===== config.mk =====
export PLATFORM = sky130hd
export DESIGN_NAME = tap_window_avg
export DESIGN_NICKNAME = d
export VERILOG_FILES = /design/src/rtl/tap_window_avg.sv
export SDC_FILE = /design/constraint.sdc
export NUM_CORES = 1
export LEC_CHECK = 0
export CAP_MARGIN = 20
export CORE_MARGIN = 3
export CORE_UTILIZATION = 50
export CTS_BUF_LIST = sky130_fd_sc_hd__clkbuf_4
export CTS_CLUSTER_SIZE = 12
export DETAILED_ROUTE_END_ITERATION = 16
export PLACE_DENSITY_LB_ADDON = 0.25
export SLEW_MARGIN = 15
export SYNTH_ARGS = -nofsm -noshare
export SYNTH_HDL_FRONTEND = slang
export SYNTH_SLANG_ARGS = --single-unit

===== constraint.sdc =====
create_clock -name Clock -period 4.71 [get_ports Clock]
set_input_delay 0.471 -clock Clock [delete_from_list [all_inputs] [get_ports Clock]]
set_output_delay 0.471 -clock Clock [all_outputs]
set_load 0.05 [all_outputs]

===== src/rtl/tap_window_avg.sv =====
// 4-tap window sum/average/peak, 1-cycle latency, one-entry valid/ready output; a window that arrives while a result is stalled is dropped and sets sticky Overrun.
// Optional TAP_WINDOW_AVG_ROUND_EN selects round-half-up averaging (default: truncation).
module tap_window_avg #(
  parameter int               WIDTH  = 8,
  parameter logic [WIDTH-1:0] THRESH = WIDTH'(8'h80)
) (
  input  logic             Clock,
  input  logic             Reset,
  input  logic             Clear,
  input  logic             TapValid,
  input  logic [WIDTH-1:0] Tap0,
  input  logic [WIDTH-1:0] Tap1,
  input  logic [WIDTH-1:0] Tap2,
  input  logic [WIDTH-1:0] Tap3,
  input  logic             OutReady,
  output logic             OutValid,
  output logic [WIDTH+1:0] Sum,
  output logic [WIDTH-1:0] Avg,
  output logic [WIDTH-1:0] Peak,
  output logic             Above,
  output logic             Overrun,
  output logic             Filled
);

  typedef enum logic {FILL, RUN} state_t;

  state_t           state;
  logic [1:0]       cnt;
  logic [WIDTH+1:0] sum_c;
  logic [WIDTH-1:0] avg_c;
  logic [WIDTH-1:0] pk01, pk23, peak_c;
  logic             qual, load;

  assign sum_c = {2'b00, Tap0} + {2'b00, Tap1} + {2'b00, Tap2} + {2'b00, Tap3};

`ifdef TAP_WINDOW_AVG_ROUND_EN
  // Max sum plus 2 still fits WIDTH+2 bits, and its top WIDTH bits are all-ones,
  // so the rounded result saturates naturally without a separate clamp.
  logic [WIDTH+1:0] rnd_c;
  assign rnd_c = sum_c + (WIDTH+2)'(2);
  assign avg_c = rnd_c[WIDTH+1:2];
`else
  assign avg_c = sum_c[WIDTH+1:2];
`endif

  assign pk01   = (Tap0 > Tap1) ? Tap0 : Tap1;
  assign pk23   = (Tap2 > Tap3) ? Tap2 : Tap3;
  assign peak_c = (pk01 > pk23) ? pk01 : pk23;

  assign qual = TapValid && ((state == RUN) || (cnt == 2'd3));
  assign load = qual && (!OutValid || OutReady);

  always_ff @(posedge Clock) begin
    if (Reset) begin
      state    <= FILL;
      cnt      <= 2'd0;
      OutValid <= 1'b0;
      Sum      <= '0;
      Avg      <= '0;
      Peak     <= '0;
      Above    <= 1'b0;
      Overrun  <= 1'b0;
      Filled   <= 1'b0;
    end else if (Clear) begin
      // Result registers keep their contents; only validity is withdrawn.
      state    <= FILL;
      cnt      <= 2'd0;
      OutValid <= 1'b0;
      Overrun  <= 1'b0;
      Filled   <= 1'b0;
    end else begin
      if (TapValid && (state == FILL)) begin
        cnt <= cnt + 2'd1;
        if (cnt == 2'd3) begin
          state  <= RUN;
          Filled <= 1'b1;
        end
      end

      if (load) begin
        OutValid <= 1'b1;
        Sum      <= sum_c;
        Avg      <= avg_c;
        Peak     <= peak_c;
        Above    <= (avg_c >= THRESH);
      end else if (OutValid && OutReady) begin
        OutValid <= 1'b0;
      end

      if (qual && OutValid && !OutReady) begin
        Overrun <= 1'b1;
      end
    end
  end

endmodule


# Word level (Yosys, flattened, before mapping)
# Index checks and enable logic that the tools add are counted.
# op_classes
addsub,4
n_lt_le_gt_ge,4
eq_ne,1
n_mux,5
bitwise_logic,2
reduce_logical,14
# ops
cell,count
8-bit greater-than comparator,3
8-bit 2-to-1 mux,3
10-bit by 8-bit adder with 10-bit output,1
9-bit by 8-bit adder with 10-bit output,1
8-bit by 8-bit adder with 9-bit output,1
8-bit >= comparator (second input constant),1
1-bit logical AND,6
2-bit AND reduction,2
2-bit by 1-bit adder with 2-bit output (second input constant),1
2-bit == test (second input constant),1
1-bit zero test,2
1-bit logical OR,2
1-bit 2-to-1 mux,2
1-bit inverter,2
2-bit nonzero test,1
2-bit OR reduction,1
# word_totals
reg_bits,32
in_bits,37
out_inout_bits,30
elab_cells,38

# Logic depth before layout (Yosys ltp)
# Gate-level depths: netlist (run 1).
# depth
word_depth,5
ltp_mapped,16
depth_no_buf,15

# Worst setup path after synthesis (run 1)
# Ideal clock, no wire load.
# synth_path
path_kind,in2reg
startpoint,in Tap0[1]
endpoint,reg Above
setup_ns,0.142
arrival_ns,3.251
required_ns,4.568
slack_ns,1.318
path_stages,11
path_buffers,0
path_cell_list,inv_1 fa_1 fa_1 inv_1 ha_1 fa_1 a21o_1 a21oi_1 o21ai_0 a2111oi_0 nor4_1
# synth_between
elab_chain_cells,4
# synth_lines
item,line_no,text
"start, declared",11,"input logic [WIDTH-1:0] Tap0,"
8-bit by 8-bit adder with 9-bit output,34,"assign sum_c = {2'b00, Tap0} + {2'b00, Tap1} + {2'b00, Tap2} + {2'b00, Tap3};"
9-bit by 8-bit adder with 10-bit output,34,
10-bit by 8-bit adder with 10-bit output,34,
8-bit >= comparator,85,Above <= (avg_c >= THRESH);
"end signal, assigned",85,
"end, declared",20,"output logic Above,"
# No other way between the ends.
# A chain may end at the register's enable or synchronous reset.

# Worst setup path after layout (run 1)
# Same ends and word-level chain as after synthesis.

==> results of run 1 <==
[stage by stage]
| step | utilization | worst slack, ps | cell area [µm²] | hold WS, ps |
|---|---|---|---|---|
| floorplan | - | 1320 | 2450 | 499 |
| detailed placement | 0.685 | 500 | 3100 | 448 |
| finish | 0.691 | 830 | 3130 | 462 |
| global route | 0.691 | 579 | 3130 | 491 |
| CTS | 0.690 | 827 | 3130 | 465 |
| global placement | 0.685 | 510 | 3100 | 442 |
[state kept, by name (all words and copies together) (netlist names)]
signal / count
cnt: 2
Peak: 8
Overrun: 1
Above: 1
Sum: 10
state: 1
OutValid: 1
[placed cells by master, fill, tap and decap left out, types with 3 or more instances in the layout]
master            n
a21oi_1          22
clkbuf_4          3
clkdlybuf4s50_1  66
dfxtp_1          24
fa_1             16
ha_1             34
inv_1            56
mux2i_1          17
nand2_1          18
nand3b_1          8
nand4_1           6
nor2_1            8
nor2b_1           4
nor3_1            7
o21ai_0           8
o221ai_1          8
xnor2_1           4
[synthesized netlist by cell type]
master / count
a21o_1: 1
o211ai_2: 2
buf_2: 1
nor2_1: 8
o211ai_1: 1
mux2i_1: 17
buf_4: 8
a21oi_1: 22
a21oi_2: 1
nand3b_1: 8
or3_1: 2
nor2b_1: 4
nor2b_4: 1
fa_1: 16
o21bai_1: 1
inv_1: 56
nand4_1: 6
dfxtp_1: 24
nor3_1: 8
a211oi_1: 2
buf_1: 1
nor4_1: 2
xnor2_1: 4
nand2_1: 18
clkbuf_1: 4
or2_2: 2
o21a_1: 2
ha_1: 34
o221ai_1: 8
xor2_1: 2
o21ai_0: 8
a2111oi_0: 2
a211oi_2: 1
o32ai_4: 2
[how the worst min path moves through the flow]
| stage | slack, ps | cells past startpoint | end | start |
|---|---|---|---|---|
| 5_1_grt | 490 | 2 | Sum[1] | Sum[1] |
| 4_1_cts | 470 | 2 | Sum[1] | Sum[1] |
| 3_5_place_dp | 450 | 2 | Sum[1] | Sum[1] |
| 3_3_place_gp | 440 | 2 | Sum[1] | Sum[1] |
| 2_1_floorplan | 500 | 2 | cnt[1] | cnt[1] |
| 6_report | 460 | 2 | Sum[1] | Sum[1] |
[power by group through the flow]
stage	registers [µW]	clock network [µW]	logic, µW
floorplan	209	0	242
global placement	209	0	335
detailed placement	209	0	344
CTS	204	89.2	346
global route	204	97.8	393
finish	204	85.4	343
[cell families (layout without fill, tap and decap cells)]
family / after synthesis / after routing
buf+inv: 70 / 125
simple gates: 59 / 59
compound gates: 53 / 53
fa+ha+maj: 50 / 50
flops: 24 / 24
mux: 17 / 17
xor+xnor: 6 / 6
[worst register-to-register path, delay by kind of cell (launching register included)]
family | cells | cell delay [ps]
AND/OR/NAND/NOR | 2 | 1300
adder cells (fa/ha/maj) | 1 | 170
AO/OA/AOI/OAI | 2 | 370
flip-flops | 1 | 370
[area by class of cell]
cell class / instances / area share
inverters: 56 / 0.0671
clock buffers: 3 / 0.00719
well taps: 65 / 0.0260
flip-flops and latches: 24 / 0.153
multi-input cells: 185 / 0.535
repair buffers: 66 / 0.211
[per-layer routing]
layer / vias to the layer above / share of wire
li1: 1058 / -
met1: 957 / 0.45
met2: 47 / 0.51
met3: 2 / 0.040
met4: 0 / 0.0015
met5: - / 0
==> results.tsv, run 1 <==
metric	value	unit
status	finished clean	
drive_gt1_frac	0.0389	
grt_use_met2	0.361	
required	4880	ps
cp.depth	12	
post-cts-setup-buffers	0	
worstSkewPairLatency	300	ps
crit_end	Above	
period_share	0.824	
drv_cap	0	
synth-seq-area-share	0.196	
clkPwrFrac	0.135	
critical-path-slowest-cell	a2111oi_0	
r2r-end	Peak[4]	
start_kind	input pin	
crit_buf_inv	3	
synth_top_area_frac	0.196	
cellPowerDensity	202	nW/µm²
syn_avg_cell_area	8.77	µm²
antenna_found_initial	0	
syn_to_final_growth	28.0	%
route.detailed.drc	0	
synth_top_family_by_area	adder cells	
synth_area_leaders	dfxtp_1, ha_1, fa_1, inv_1, mux2i_1	
pwr-share-seq	0.323	
crit_path_end_kind	flip-flop	
h-tree-depth	1	
synthCells	279	
gp_congestion	0.863	
synthAdderAreaFrac	0.305	
grt_setup_unrepaired	false	
regArea	480	µm²
synth_nets	366	
maxSlewViolCount	0	
use_met3	0.0379	
p_switching	237	µW
post_cts_resize_count	0	
grt_max_degree	27	
setup_violations	0	
cts_tree	done	
hp-class	reg -> reg	
grt_busiest_layer	met2	
io_buffers	66	
reg2reg_setup_slack	2430	ps
p_comb_frac	0.542	
critPathKind	in -> reg	
synth_cell_types	34	
swShare	0.375	
cp_max_fo	3	
yosys.area_share.simple	0.127	
start_util	0.539	
crit_path_frequent_cell	fa_1	
hold_viol	0	
yosys.area.top_type	dfxtp_1	
die_area	5770	µm²
worst_pin_slew	826	ps
num_rows	24	
grt-ovfl-total	0	
crit_start	Tap0[1]	
ios	67	
die_y	75.9	µm
fin_nets	423	
setup_tns	0	ps
r2r_cells	5	
path_cells	clkdlybuf4s50_1, inv_1, fa_1, fa_1, inv_1, ha_1, fa_1, a21o_1, a21oi_1, o21ai_0, a2111oi_0, nor4_1	
total_power	633	µW
drt-vias-per-instance	5.17	
ctsHoldBuffers	0	
slowest_delay	570	ps
multi_input_area	1680	µm²
synth_compound_area_frac	0.160	
initialDrtViolationCount	96	
syn_area	2450	µm²
placed_cells_incl_taps	396	
power_leakage	0.00143	µW
grt_pass1_vias	2153	
met1_usage	0.255	
p_int	396	µW
wl	5.49	mm
via_count	2064	
r2r-start	cnt[0]	
cts-root-buf	clkbuf_4	
yosys_warnings	0	
synth_mux_area_frac	0.0696	
fill_cells	386	
dpl.hpwl	4.64	mm
grtUsageTotal	0.199	
diodes	0	
fin_cells	399	
period_minus_slack	3880	ps
clk_pin_slew	120	ps
coreArea	4530	µm²
critPathArrivalTime	4050	ps
cts_sinks	24	
critPathTopFamily	adder cells	
cts_buffers	3	
firstDrtPassIters	4	
ys_ff_latch	24	
synth_xor_area_frac	0.0215	
slew_headroom	0.448	
wire_per_inst	13.7	µm
die_w	75.9	µm
clk_path_buf_depth	2	
fin_skew	5.70	ps
drtAntennaViolNets	0	
grt_pass1_wl	9.68	mm
fmax	0.258	GHz
vdd_drop_max	0.162	mV
No activity file was read; power rests on OpenSTA's default activity.
==> inputs of run 2 (changes only) <==
--- a/config.mk
+++ b/config.mk
@@ -7,7 +7,7 @@
 export LEC_CHECK = 0
 export CAP_MARGIN = 20
 export CORE_MARGIN = 3
-export CORE_UTILIZATION = 50
+export CORE_UTILIZATION = 46
 export CTS_BUF_LIST = sky130_fd_sc_hd__clkbuf_4
 export CTS_CLUSTER_SIZE = 12
 export DETAILED_ROUTE_END_ITERATION = 16
==> constraint.sdc (replaced) <==
create_clock -name Clock -period 3.5 [get_ports Clock]
set_input_delay 0.35 -clock Clock [delete_from_list [all_inputs] [get_ports Clock]]
set_output_delay 0.35 -clock Clock [all_outputs]
set_load 0.05 [all_outputs]
==> results.tsv, run 2 (synthesized netlist as in run 1, its figures left out) <==
metric	value	unit	change
cts_tree	done		
gp_congestion	0.837		-3.1%
fin_nets	477		+13%
placed_cells_incl_taps	449		+13%
start_util	0.495		-0.0445
wl	6.27	mm	+14%
drv_cap	0		unchanged
die_w	78.9	µm	+3.9%
route.detailed.drc	0		unchanged
via_count	2277		+10%
cts_buffers	3		unchanged
h-tree-depth	1		unchanged
required	3750	ps	-1130 ps
r2r-end	Peak[0]		
grt_pass1_vias	2330		+8.2%
period_minus_slack	3400	ps	
drive_gt1_frac	0.226		+0.187
crit_start	Tap2[1]		
hp-class	reg -> reg		
vdd_drop_max	0.211	mV	+30%
ctsHoldBuffers	0		unchanged
status	finished clean		
power_leakage	0.00172	µW	+20%
dpl.hpwl	5.17	mm	+11%
drt-vias-per-instance	4.99		-3.5%
largestRegisters	Sum x10, Peak x8, cnt x2		
cts_sinks	24		unchanged
final_common_cell	clkdlybuf4s50_1		
cts-root-buf	clkbuf_4		
clk_pin_slew	120	ps	about the same
period_share	0.972		
largest-register	Sum		
diodes	0		unchanged
crit_path_end_kind	flip-flop		
num_rows	25		+4.2%
antenna_found_initial	0		unchanged
fin_cells	456		+14%
worst_pin_slew	896	ps	+70.4 ps
setup_violations	0		unchanged
initialDrtViolationCount	73		-24%
grt_max_degree	27		unchanged
coreArea	4940	µm²	+9.0%
r2r-start	cnt[0]		
maxSlewViolCount	0		unchanged
critPathKind	in -> reg		
hold_viol	0		unchanged
start_kind	input pin		
hp-start	Sum[1]		
cellPowerDensity	275	nW/µm²	+36%
die_area	6230	µm²	+8.0%
hold_path_depth	2		unchanged
firstDrtPassIters	4		unchanged
min_to	Sum[1]		
wire_per_inst	13.7	µm	about the same
reg2reg_setup_slack	1280	ps	-1150 ps
cp_max_fo	8		+5
largest_register_ff_count	10		unchanged
fin_skew	14.8	ps	+9.07 ps
slew_headroom	0.401		-0.0471
ios	67		unchanged
clk_path_buf_depth	2		unchanged
grt-ovfl-total	0		unchanged
grt_pass1_wl	10.4	mm	+7.3%
fmax	0.294	GHz	
worstSkewPairLatency	330	ps	+30 ps
grtUsageTotal	0.208		+0.00890
layout_common_cells	clkdlybuf4s50_1, inv_1, buf_4, ha_1, dfxtp_1		
critPathArrivalTime	3650	ps	-400 ps
drtAntennaViolNets	0		unchanged
r2r_cells	5		unchanged
syn_to_final_growth	50.2	%	
hold_slack	471	ps	+9.15 ps
die_y	78.9	µm	+3.9%
io_buffers	66		unchanged
run 2: power by group:
part | internal [µW] | total [µW] | switching, µW | leakage (µW)
registers | 274 | 275 | 0.684 | 0.000193
logic | 324 | 607 | 283 | 0.00151
clock network | 41.8 | 128 | 85.9 | 0.0000154
run 2: critical path, stage by stage:
cell and delay [ps]:
clkdlybuf4s50_1 440, buf_4 160, ha_1 290, nor2b_4 130, o211ai_2 170, a21oi_2 90, o32ai_4 240, buf_6 170
mux2i_1 220, inv_1 80, ha_1 190, nor2b_2 120, o211ai_1 90, a21oi_1 190, o21ai_2 90, or3_4 440
o221ai_2 180
run 2: area by class of cell:
class	count	area, µm²
multi-input combinational	185	1800
fill	387	1270
timing repair buffer	120	1070
sequential	24	480
inverter	56	210
tap	67	83.8
clock buffer	3	22.5
clock inverter	1	3.75
run 2: repair_timing:
action,in CTS,in global routing
pin swaps,2,6
setup endpoints to repair,10,11
resized for setup,9,27
buffers inserted,0,3
hold endpoints to repair,0,0
run 2: stage by stage:
step	util	TNS (ps)	setup slack [ps]	total power (µW)	cell area, µm²
after floorplan	-	0	229	608	2450
after global placement	0.706	-3770	-393	826	3490
after detailed placement	0.706	-4690	-453	838	3490
after CTS	0.717	0	33.4	975	3540
after global routing	0.744	-123	-28.0	1100	3670
final	0.744	0	99.7	1010	3670
run 2: how the worst max path moves through the flow:
| stage | to | slack, ps | cells after the start |
|---|---|---|---|
| finish | Peak[0] | 100 | 17 |
| global route | Peak[5] | -30 | 16 |
| CTS | Peak[3] | 30 | 16 |
| detailed placement | Peak[0] | -450 | 17 |
| global placement | Sum[9] | -390 | 13 |
| floorplan | Above | 230 | 11 |
run 2: routing by layer:
layer / GRT usage / up-vias / routed length [µm]
met5: 0 / - / 0
met2: 0.404 / 43 / 3290
met1: 0.246 / 1056 / 2760
met3: 0.0295 / 7 / 178
li1: - / 1171 / -
met4: 0.0258 / 0 / 42
==> inputs of run 3 (changes only) <==
--- a/config.mk
+++ b/config.mk
@@ -7,7 +7,7 @@
 export LEC_CHECK = 0
 export CAP_MARGIN = 20
 export CORE_MARGIN = 3
-export CORE_UTILIZATION = 46
+export CORE_UTILIZATION = 45
 export CTS_BUF_LIST = sky130_fd_sc_hd__clkbuf_4
 export CTS_CLUSTER_SIZE = 12
 export DETAILED_ROUTE_END_ITERATION = 16
==> results.tsv, run 3 (synthesized netlist as in run 1, its figures left out) <==
metric	value	unit	change
status	finished clean		
die_y	79.7	µm	+1.0%
cts_sinks	24		unchanged
hp-start	Sum[0]		
cp_max_fo	8		unchanged
start_kind	input pin		
r2r-start	cnt[0]		
wire_per_inst	13.8	µm	+0.47%
slew_headroom	0.402		+0.00153
reg2reg_setup_slack	1290	ps	about the same
drv_cap	0		unchanged
dpl.hpwl	5.04	mm	-2.5%
num_rows	26		+4.0%
vdd_drop_max	0.179	mV	-15%
coreArea	5170	µm²	+4.7%
critical-path-slowest-cell	clkdlybuf4s50_1		
r2r-end	Peak[2]		
critPathArrivalTime	3710	ps	+60 ps
fin_nets	482		+1.0%
worst_pin_slew	894	ps	-2.28 ps
period_share	0.989		+0.0179
worstSkewPairLatency	320	ps	about the same
setup_violations	0		unchanged
fin_skew	9.87	ps	-4.89 ps
diodes	0		unchanged
ctsHoldBuffers	0		unchanged
layout_common_cells	clkdlybuf4s50_1, inv_1, buf_4, ha_1, dfxtp_1		
critPathKind	in -> reg		
h-tree-depth	1		unchanged
power_leakage	0.00175	µW	+2.2%
crit_start	Tap1[5]		
cts_tree	done		
io_buffers	66		unchanged
die_area	6360	µm²	+2.1%
path_cells	clkdlybuf4s50_1, inv_1, ha_1, a211oi_2, nor2_1, o32ai_4, buf_6, mux2i_4, inv_2, ha_4, nor2b_2, o211ai_1, a21oi_1, o21ai_2, or3_4, o221ai_2		
clk_path_buf_depth	2		unchanged
total_power	1050	µW	+4.3%
grt_pass1_vias	2405		+3.2%
cts-root-buf	clkbuf_4		
grt_max_degree	27		unchanged
drt-vias-per-instance	5.06		+1.3%
fmax	0.289	GHz	-1.8%
grtUsageTotal	0.207		-0.000549
largest_register_ff_count	10		unchanged
period_minus_slack	3460	ps	+62.7 ps
die_w	79.7	µm	+1.0%
via_count	2342		+2.9%
crit_path_end_kind	flip-flop		
dpl-instance-area	3510	µm²	+0.54%
slowest_delay	490	ps	+50 ps
cts_buffers	3		unchanged
wl	6.40	mm	+2.0%
largestRegisters	Sum x10, Peak x8, cnt x2		
required	3740	ps	about the same
gp_congestion	0.845		+1.0%
fin_cells	463		+1.5%
final_common_cell	clkdlybuf4s50_1		
setup_tns	0	ps	unchanged
start_util	0.473		-0.0220
drive_gt1_frac	0.260		+0.0333
drtAntennaViolNets	0		unchanged
hold_viol	0		unchanged
initialDrtViolationCount	52		-29%
hp-class	reg -> reg		
hold_path_depth	2		unchanged
r2r_cells	5		unchanged
cellPowerDensity	275	nW/µm²	about the same
final_area	3830	µm²	+4.2%
min_to	Sum[0]		
syn_to_final_growth	56.6	%	
grt-ovfl-total	0		unchanged
placed_cells_incl_taps	454		+1.1%
antenna_found_initial	0		unchanged
largest-register	Sum		
maxSlewViolCount	0		unchanged
crit_buf_inv	4		unchanged
route.detailed.drc	0		unchanged
ios	67		unchanged
grt_pass1_wl	10.5	mm	+1.5%
critPathTopFamily	compound AO/OA/AOI/OAI gates		
firstDrtPassIters	4		unchanged
clk_pin_slew	120	ps	about the same
==> run 3: changes by cell type in the layout (fill, tap and decap cells not counted), moves of 2 or more <==
cell,change
a21oi_1,-2
a21oi_2,+2
buf_4,+3
buf_6,+2
dlygate4sd2_1,-2
ha_1,-4
ha_4,+4
mux2i_2,-2
mux2i_4,+2
==> run 3: stage by stage <==
stage | setup slack [ps] | hold WS [ps] | utilization
final | 37.0 | 473 | 0.740
after global routing | -30.0 | 504 | 0.740
after CTS | 9.88 | 481 | 0.688
after detailed placement | -420 | 463 | 0.678
after global placement | -379 | 441 | 0.678
after floorplan | 229 | 427 | -
==> run 3: repair_timing <==
| action | 4_1_cts | 5_1_grt |
|---|---|---|
| buffers inserted | 0 | 6 |
| endpoints found under the setup margin | 10 | 11 |
| pin swaps | 1 | 16 |
| endpoints found under the hold margin | 0 | 0 |
| gates resized for setup | 8 | 42 |
==> run 3: worst max path at each step <==
| stage | end | cells past startpoint |
|---|---|---|
| finish | Peak[2] | 16 |
| global route | Peak[5] | 17 |
| CTS | Peak[7] | 17 |
| detailed placement | Peak[6] | 17 |
| global placement | Sum[9] | 13 |
| floorplan | Above | 11 |
==> run 3: power by group <==
part | switching, µW | internal, µW
clock | 80.7 | 40.3
sequential | 0.802 | 274
combinational | 307 | 350
==> run 3: area by class of cell <==
type,count,area (µm²)
well taps,70,87.6
repair buffers,125,1120
fillers,371,1340
clock buffers,3,22.5
inverters,56,210
multi-input cells,185,1910
flip-flops and latches,24,480
==> run 3: layer usage <==
metal,track usage,vias to the layer above,routed length [µm]
li1,-,1180,-
met3,0.0316,8,183
met5,0,-,0
met2,0.376,48,3300
met4,0.0378,0,98
met1,0.259,1106,2810
==> run 3: tightest hold or removal path: stages (launching register included) <==
cell     delay, ps
dfxtp_1        330
nand2_1         50
a21oi_1         60
==> patch 1 (config.mk and constraints of run 2) <==
Build with the macro `TAP_WINDOW_AVG_ROUND_EN` defined.
--- a/src/rtl/tap_window_avg.sv
+++ b/src/rtl/tap_window_avg.sv
@@ -1,4 +1,6 @@
 // 4-tap window sum/average/peak, 1-cycle latency, one-entry valid/ready output; a window that arrives while a result is stalled is dropped and sets sticky Overrun.
 // Optional TAP_WINDOW_AVG_ROUND_EN selects round-half-up averaging (default: truncation).
+`define TAP_WINDOW_AVG_ROUND_EN
+
 module tap_window_avg #(
   parameter int               WIDTH  = 8,
Behaviour: not the same (Yosys sat finds a counterexample within 10 cycles, from zero or initial values and one cycle with Reset high).
==> patch 1 against run 2 <==
Sequential share of layout area grew 0.92 points. Design area grew 21%. Worst setup slack gained 0.046 ns. Synthesized area grew 17%. Wire length grew 22%. Total power grew 72%. Cell count grew 19%. Sequential cell count grew 7. Die area grew 16%. Largest cell class unchanged.
==> patch 1: results (changes against run 2) <==
status: "complete, no violations"
nWellTaps: 75  # +12%
netlist_instances: 330  # +18%
powerDensity_mw_per_mm2: 392  # +42%
wl_um: 7630  # +22%
r2r_slack_ns: 1.34  # +0.06 ns
top_regs: "Sum x10, Avg x8, Peak x8"
worstPathMaxFanout: 5  # -3
seqCellArea_um2: 621  # +29%
buffer_area_share_pct: 29.0  # -0.19 points
post-route-period-util_pct: 95.8  # -1.3 points
grt_max_degree: 26  # -3.7%
routabilityCongestion: 0.861  # +2.9%
drt-met1-wl_um: 3380  # +22%
sequentialPower_mw: 0.354  # +29%
final_cells: 544  # +19%
use_met2_pct: 36.4  # -4.0 points
grt_pass1_wl_um: 12100  # +16%
signal_buffers: 142  # +18%
drive_above_1_share_pct: 27.3  # +4.7 points
dp_slack_ns: -0.513  # -0.0603 ns
track_usage_pct: 20.4  # -0.39 points
clkbuf_count: 5  # +2
globalRouteMet1Util_pct: 25.8  # +1.2 points
critPathTopFamily: "buffers and inverters"
p_int_mw: 1.10  # +72%
clkSlewWorstSetupHoldPaths_ns: 0.10  # -0.02 ns
fin_nets: 556  # +17%
clock_area_share_pct: 1.72  # +1.0 points
setup.worst_path.start: "Tap1[7]"
dp.cells: 531  # +18%
drt_iter0_drc: 72  # -1.4%
placed_cell_area_mm2: 0.00410  # +18%
multi_input_area_share_pct: 48.6  # -0.42 points
min_from: "Sum[0]"
cts.sinks: 31  # +29%
r2r-start: "cnt[0]"
rr_worst_depth: 6  # +1
p_leak_nw: 2.14  # +25%
grt_use_met3_pct: 3.88  # +0.94 points
tightest_slew_ns: 0.507  # -0.389 ns
viasPerCell: 5.16  # +3.4%
fin_skew_ns: 0.00838  # -0.00638 ns
dr_wl_met3_um: 285  # +60%
power.total_mw: 1.74  # +72%
inverters: 54  # -3.6%
synth_common_cells: "54 x inv_1, 35 x ha_1, 31 x dfxtp_1"
holdWs_ns: 0.458  # -0.0128 ns
cp.arrival_ns: 3.57  # -0.08 ns
wl_met2_um: 3920  # +19%
ir_worst_vdd_v: 0.000266  # +26%
grt_pass1_vias: 2767  # +19%
cts_max_level: 2  # +1
synth_nets: 418  # +14%
p_clk_share_pct: 16.0  # +3.4 points
setup.worst_path.end: "Peak[3]"
top_layer: "met4"
multi_input_cells: 234  # +26%
final.fill_count: 433  # +12%
patch 1: cell count changes in the layout (fill, tap and decap cells not counted), moves of 5 or more:
cell / run 2 / this run
ha_4: 0 / 5
dfxtp_1: 24 / 31
dlymetal6s2s_1: 1 / 18
buf_4: 52 / 73
nand3_1: 0 / 8
o221ai_1: 0 / 5
nor2_1: 7 / 15
clkdlybuf4s50_1: 63 / 48
inv_1: 56 / 47
a211oi_1: 1 / 6
inv_2: 0 / 7
patch 1: cell families (layout without fill, tap and decap cells):
logic type                 count (synthesis)  after routing  share of synthesized area, %
and+or+nand+nor                           85             85                          15.9
AOI/OAI and AO/OA                         73             73                          18.2
buffers and inverters                     65            204                          9.24
adders and majority gates                 51             51                          26.4
DFF                                       31             31                          21.6
muxes                                     17             17                          5.93
xor gates and xnor gates                   8              8                          2.70
patch 1: timing repair:
| item | in CTS | in global routing |
|---|---|---|
| gates resized for setup | 4 | 51 |
| pin swaps | 5 | 27 |
| buffers inserted | 1 | 4 |
| endpoints found under the setup margin | 11 | 13 |
==> patch 2 (flow settings as in run 2) <==
Without the edit above. Reset style: asynchronous (`Reset`), changed in one clocked block.
--- a/src/rtl/tap_window_avg.sv
+++ b/src/rtl/tap_window_avg.sv
@@ -51,5 +51,5 @@
   assign load = qual && (!OutValid || OutReady);
 
-  always_ff @(posedge Clock) begin
+  always_ff @(posedge Clock or posedge Reset) begin
     if (Reset) begin
       state    <= FILL;
Formal check against the unedited RTL: differs if Reset is asserted again (counterexample within 10 cycles, from zero or initial values and one cycle with Reset high); with Reset held inactive, the same outputs for 10 cycles.
==> patch 2 against run 2 <==
Synthesized area increased by 2.0%. Critical path depth is 4 lower. Via count decreased by 3.4%. Wire length fell by 3.7%. Synthesized cell count decreased by 3.2%. Sequential cell count did not move. Die area grew 1.9%. Global-route usage fell by 1.1 points. Critical endpoint is now Sum[9]. Worst setup slack improved by 0.012 ns. Design area is 2.3% lower. Clock skew is 0.011 ns lower. Highest routed layer unchanged. Hold slack better by 0.016 ns.
Power is not compared: it rests on default switching activity, and its combinational part moved more than twofold at a synthesized area within 25%.
==> patch 2: results (changes against run 2) <==
ir_worst_vdd_v: 0.000397
synthTopCellsByArea: "dfrtp_1 24%, ha_1 17%, fa_1 13%"
fin_area_mm2: 0.00359  # -2.3%
antenna_found_initial: 0  # unchanged
status: "complete, no violations"
multi_input_cells: 177  # -4.3%
r2r_slack_ns: 1.52  # +0.24 ns
num_antenna_cells: 0  # unchanged
dp.cells: 437  # -2.7%
track_usage_pct: 19.7  # -1.1 points
post_drt_wl_per_cell_um: 13.7  # -0.43%
netlist_instances: 270  # -3.2%
inverters: 57  # +1.8%
setup.worst_path.start: "Tap0[1]"
crit_slowest_cell: "fa_1"
fin_skew_ns: 0.00337  # -0.0114 ns
placed_cell_area_mm2: 0.00351  # +0.72%
wl_met2_um: 3230  # -1.8%
num_vias: 2199  # -3.4%
grt_use_met3_pct: 3.84  # +0.89 points
routabilityCongestion: 0.870  # +4.0%
signal_buffers: 109  # -9.2%
min_from: "Sum[1]"
final.fill_count: 412  # +6.5%
seq_area_frac_synth_pct: 24.1  # +4.4 points
fmax_mhz: 295  # +0.34%
holdWs_ns: 0.487  # +0.0159 ns
grt_pass1_wl_um: 9940  # -4.3%
use_met2_pct: 36.4  # -4.0 points
drt-met1-wl_um: 2580  # -6.5%
multi_input_area_mm2: 0.00165  # -8.4%
fin_nets: 459  # -3.8%
wl_um: 6040  # -3.7%
synthArstFlopShare_pct: 100  # +100 points
dp_slack_ns: -0.330  # +0.123 ns
globalRouteMet1Util_pct: 24.1  # -0.48 points
clock_area_share_pct: 0.732  # +0.017 points
combPwrFrac_pct: 71.3
synthFlopType: "dfrtp_1"
seq_cell_count: 24  # unchanged
hpwl_um: 5160  # -0.23%
start_util_pct: 48.3  # -1.2 points
r2r-start: "cnt[0]"
synth_nets: 357  # -2.5%
drt_iter0_drc: 52  # -29%
seq_share_pct: 16.7  # +3.7 points
critPathTopFamily: "adder cells"
buffer_area_share_pct: 28.2  # -1.0 points
nWellTaps: 70  # +4.5%
tightest_slew_ns: 0.924  # +0.0278 ns
crit_path_max_incr_delay_ns: 0.52  # +0.08 ns
worstPathMaxFanout: 2  # -6
synth_common_cells: "57 x inv_1, 34 x ha_1, 26 x nand2_1"
whs_endpoint: "Sum[1]"
grt_max_degree: 25  # -7.4%
cp.arrival_ns: 3.61  # -0.04 ns
ys_types: 35  # +2.9%
drive_above_1_share_pct: 18.1  # -4.6 points
reg2reg_to: "Sum[9]"
dr_wl_met3_um: 208  # +17%
==> patch 2: cell types whose count changed in the layout (fill, tap and decap cells not counted), moves of 7 or more <==
cell / run 2 / this run
a21oi_1: 21 / 10
buf_4: 52 / 41
dfrtp_1: 0 / 24
dfxtp_1: 24 / 0
nand2_1: 17 / 25
nand3b_1: 8 / 0
o21ai_0: 4 / 11
==> patch 2: cells by family after synthesis <==
| kind of cell | share of synthesized area [%] |
|---|---|
| xor gates and xnor gates | 2.46 |
| adders and majority gates | 29.9 |
| DFF | 24.1 |
| buffers and inverters | 11.7 |
| AOI/OAI and AO/OA | 15.5 |
| muxes | 6.82 |
| and+or+nand+nor | 9.62 |
==> patch 2: timing repair <==
| item | CTS | global route |
|---|---|---|
| resized for setup | 0 | 14 |
| setup buffers | 0 | 0 |
| setup endpoints to repair | 0 | 10 |
==> patch 2: worst register-to-register path, delay by kind of cell, from the launching register on <==
kind	cells	cell delay [ns]
flops	1	0.39
fa+ha+maj	1	0.18
compound gates	3	0.62
simple gates	1	0.69
